[src/rtl/uart_pkg.sv]
// Shared UART definitions: FSM state encoding and oversampling ratio.
// The Receiver imports this package as well.
package uart_pkg;

   localparam int OVERSAMPLE = 16;

   localparam logic [2:0] IDLE   = 3'd0;
   localparam logic [2:0] START  = 3'd1;
   localparam logic [2:0] DATA   = 3'd2;
   localparam logic [2:0] PARITY = 3'd3;
   localparam logic [2:0] STOP   = 3'd4;

endpackage

[src/rtl/uart_transmitter.sv]
// UART transmitter: 1 start bit, DBIT data bits LSB-first, optional parity bit
// and stop bit(s), paced by the shared 16x oversampled baud tick.
module uart_transmitter
   import uart_pkg::*;
#(
   parameter int DBIT       = 8,
   parameter int SB_TICK    = 16,
   parameter int PARITY_EN  = 0,
   parameter int PARITY_ODD = 0
) (
   input  logic            clk,
   input  logic            reset,
   input  logic            s_tick,
   input  logic            tx_start,
   input  logic [DBIT-1:0] din,
   output logic            tx_ready,
   output logic            tx_done_tick,
   output logic            tx
);

   localparam logic [4:0] S_LAST    = 5'(OVERSAMPLE - 1);
   localparam logic [4:0] STOP_LAST = 5'(SB_TICK - 1);
   localparam logic [2:0] N_LAST    = 3'(DBIT - 1);

   logic [2:0]      state_reg, state_next;
   logic [4:0]      s_reg, s_next;
   logic [2:0]      n_reg, n_next;
   logic [DBIT-1:0] shift_reg, shift_next;
   logic            par_reg, par_next;
   logic            tx_reg, tx_next;
   logic            done_reg, done_next;

   always_ff @(posedge clk or negedge reset) begin
      if (!reset) begin
         state_reg <= IDLE;
         s_reg     <= '0;
         n_reg     <= '0;
         shift_reg <= '0;
         par_reg   <= 1'b0;
         tx_reg    <= 1'b1;
         done_reg  <= 1'b0;
      end else begin
         state_reg <= state_next;
         s_reg     <= s_next;
         n_reg     <= n_next;
         shift_reg <= shift_next;
         par_reg   <= par_next;
         tx_reg    <= tx_next;
         done_reg  <= done_next;
      end
   end

   // A tick arriving in the same cycle as acceptance is deliberately not counted.
   always_comb begin
      state_next = state_reg;
      s_next     = s_reg;
      n_next     = n_reg;
      shift_next = shift_reg;
      par_next   = par_reg;
      done_next  = 1'b0;
      case (state_reg)
         IDLE: begin
            if (tx_start) begin
               shift_next = din;
               par_next   = (^din) ^ 1'(PARITY_ODD);
               s_next     = '0;
               state_next = START;
            end
         end
         START: begin
            if (s_tick) begin
               if (s_reg == S_LAST) begin
                  s_next     = '0;
                  n_next     = '0;
                  state_next = DATA;
               end else begin
                  s_next = s_reg + 5'd1;
               end
            end
         end
         DATA: begin
            if (s_tick) begin
               if (s_reg == S_LAST) begin
                  s_next     = '0;
                  shift_next = shift_reg >> 1;
                  if (n_reg == N_LAST) begin
                     state_next = (PARITY_EN != 0) ? PARITY : STOP;
                  end else begin
                     n_next = n_reg + 3'd1;
                  end
               end else begin
                  s_next = s_reg + 5'd1;
               end
            end
         end
         PARITY: begin
            if (s_tick) begin
               if (s_reg == S_LAST) begin
                  s_next     = '0;
                  state_next = STOP;
               end else begin
                  s_next = s_reg + 5'd1;
               end
            end
         end
         STOP: begin
            if (s_tick) begin
               if (s_reg == STOP_LAST) begin
                  state_next = IDLE;
                  done_next  = 1'b1;
               end else begin
                  s_next = s_reg + 5'd1;
               end
            end
         end
         default: state_next = IDLE;
      endcase
   end

   // The line is derived from next-state values so it switches on the same edge as the FSM.
   always_comb begin
      tx_next = 1'b1;
      case (state_next)
         START:   tx_next = 1'b0;
         DATA:    tx_next = shift_next[0];
         PARITY:  tx_next = par_next;
         default: tx_next = 1'b1;
      endcase
   end

   assign tx_ready     = (state_reg == IDLE);
   assign tx_done_tick = done_reg;
   assign tx           = tx_reg;

endmodule
[config.mk]
export PLATFORM = sky130hd
export DESIGN_NAME = uart_transmitter
export DESIGN_NICKNAME = d
export VERILOG_FILES = /design/src/rtl/uart_pkg.sv /design/src/rtl/uart_transmitter.sv
export SDC_FILE = /design/constraint.sdc
export NUM_CORES = 1
export LEC_CHECK = 0
export BUFFER_PORTS_ARGS = -buffer_cell sky130_fd_sc_hd__buf_2
export CAP_MARGIN = 30
export CORE_UTILIZATION = 45
export CTS_BUF_LIST = sky130_fd_sc_hd__clkbuf_8
export CTS_CLUSTER_DIAMETER = 120
export DETAILED_ROUTE_END_ITERATION = 10
export SLEW_MARGIN = 30
export SYNTH_ARGS = -nofsm -noshare
export SYNTH_HDL_FRONTEND = slang
export SYNTH_SLANG_ARGS = --single-unit
[constraint.sdc]
create_clock -name clk -period 3.81 [get_ports clk]
set_clock_uncertainty 0.15 [all_clocks]
set_input_delay 0.762 -clock clk [delete_from_list [all_inputs] [get_ports clk]]
set_output_delay 0.762 -clock clk [all_outputs]
set_load 0.05 [all_outputs]
==> metrics.yaml <==
run_status:
  status: "finished clean"
drt:
  vias_per_cell: 5.80
  drt_iter0_drc: 26
  finalWirelength_mm: 2.49
  wl_met1_mm: 1.22
  wl_per_cell_um: 14.2
  final_antenna_net_count: 0
  dr_total_vias: 1015
  route.detailed.drc: 0
  wl_met3_um: 88
  routed.top_layer: "met4"
  dr_wl_met2_mm: 1.15
  first_pass_iters: 4
clock_network:
  cts_num_sinks: 22
  clock_latency_ns: 0.26
  cts_buffer_depth: 2
  post_cts_resized: 0
  cts_tree: "built"
  hold_buffers: 0
  clock-root-buffer: "clkbuf_8"
  cts.clk_slew.worst_paths_ns: 0.08
  ctsHtreeMaxLevel: 1
  cts_buffers: 3
  postCtsSetupBuffers: 0
synthesis:
  muxShareOfSynthArea: 0.0447
  syn_area_per_cell_um2: 10.2
  synth_xor_area_frac: 0.0456
  synthFlopType: "dfrtp_1"
  yosys_warnings: 0
  syn_nets: 150
  synthArstFlopShare: 1.00
  synth_top_family_by_area: "compound AO/OA/AOI/OAI gates"
  synth_adder_area_share: 0.0559
  synth_compound_area_frac: 0.209
  synth-simple-area-share: 0.194
  syn-cell-area_um2: 1340
  syn_inst: 132
  synth_edf_count: 0
  seq_area_frac_synth: 0.411
  yosysUniqueCellTypes: 42
  ys_seq_elements: 22
sta:
  whs_ns: 0.301
  timing.final.ws_setup_ns: 1.44
  fin_setup_tns_ns: 0
  max-slew-margin-rel: 0.576
  fmax_ghz: 0.422
  tightest_slew_ns: 0.637
  setup_violations: 0
  period_minus_slack_ns: 2.37
  rsz0062_at_grt: "false"
  fin_crit_sh: 0.622
  final-max-slew-violation-count: 0
  hold_viol_final: 0
grt:
  antenna_found_initial: 0
  grt.total_usage: 0.177
  grt_first_pass_wirelength_mm: 4.42
  grt_remaining_overflow: 0
  grt_pass1_vias: 1016
  grt_max_degree: 23
layout:
  layout_commonest_cell: "dfrtp_1"
  layout_common_cells: "dfrtp_1 (21), buf_2 (14), nand2_1 (8)"
  utilization: 0.538
  instances_no_fill: 175
  final_nets: 163
  diodes: 0
  drive_above_1_share: 0.181
  largest_register_ffs: 8
  areaGrowthSynthToFinish_pct: 11.5
  final_cell_area_um2: 1500
placement:
  hpwl_mm: 1.80
  dp_slack_ns: 1.32
  port_buffers: 14
  placedCellCount: 171
  place_area_um2: 1420
  gp_congestion: 0.802
setup_path:
  rrSetupSlack_ns: 1.44
  reg2reg_depth: 7
  timing.rr.end: "shift_reg[3]"
  cp.required_ns: 3.82
  critPathArrivalTime_ns: 2.37
  worst-path-max-fanout: 8
  endpoint_kind: "register"
  startpoint_type: "register"
  path_class: "reg -> reg"
  r2r_start: "s_reg[0]"
power:
  p_leak_nw: 0.729
  ir_drop_mv: 0.443
  powerDensity_nw_per_um2: 599
  p_total_mw: 0.897
floorplanning:
  fp.coreArea_um2: 2780
  io_pins: 15
  die_w_um: 56.6
  dieArea_um2: 3210
  die_h_um: 56.6
  num_rows: 19
  initial_core_util: 0.483
worst_hold_path:
  hp-class: "in -> async"
run:
  cap_violations: 0
==> kinds of logic (layout without fill, tap and decap cells) <==
family,after synthesis,in the layout
simple gates,42,42
compound gates,39,39
flops,22,22
buf+inv,11,23
xor+xnor,7,7
fa+ha+maj,6,6
mux,5,5
==> power breakdown <==
part	total (mW)	internal, mW	leakage [nW]	switching, mW
combinational	0.274	0.135	0.424	0.140
clock	0.213	0.140	0.0357	0.0732
sequential	0.409	0.322	0.269	0.0873
==> layout make-up <==
class	count	area [µm²]
Tap cell	31	38.8
Fill cell	251	1280
Sequential cell	22	552
Clock buffer	3	41.3
Inverter	5	18.8
Multi-Input combinational cell	99	747
Timing Repair Buffer	14	70.1
Clock inverter	1	30.0
==> worst max-delay path by stage <==
| stage | startpoint | endpoint | slack [ns] |
|---|---|---|---|
| 3_5_place_dp | tx_start | shift_reg[6] | 1.32 |
| 3_3_place_gp | tx_start | shift_reg[1] | 1.36 |
| 2_1_floorplan | state_reg[2] | tx_ready | 1.09 |
| 4_1_cts | s_reg[0] | shift_reg[6] | 1.40 |
| 5_1_grt | s_reg[0] | shift_reg[3] | 1.15 |
| 6_report | s_reg[0] | shift_reg[3] | 1.44 |
==> Yosys cell counts, drive strengths merged (3+ instances only) <==
master,n,area share
nor3,5,0.022
buf,5,0.023
a21oi,8,0.038
o21ai,7,0.026
a22o,6,0.039
dfrtp,21,0.39
xnor2,7,0.046
nor2,5,0.014
inv,5,0.014
mux2,5,0.045
nor3b,3,0.017
nor2b,4,0.019
a21o,7,0.039
ha,6,0.056
o22ai,3,0.014
nand2,8,0.022
nand2b,4,0.019
==> critical path: stages (launching register included) <==
cell,delay (ns)
dfrtp_1,0.41
ha_1,0.20
and3_1,0.23
ha_1,0.25
nand2_1,0.15
nor3_2,0.44
nor2_1,0.21
a21o_1,0.23
==> layer usage <==
metal  track usage  up-vias
met5             0        -
met4        0.0557        0
met3        0.0507        2
met2         0.276       19
met1         0.237      490
li1              -      504
No activity file was read; power rests on OpenSTA's default activity.
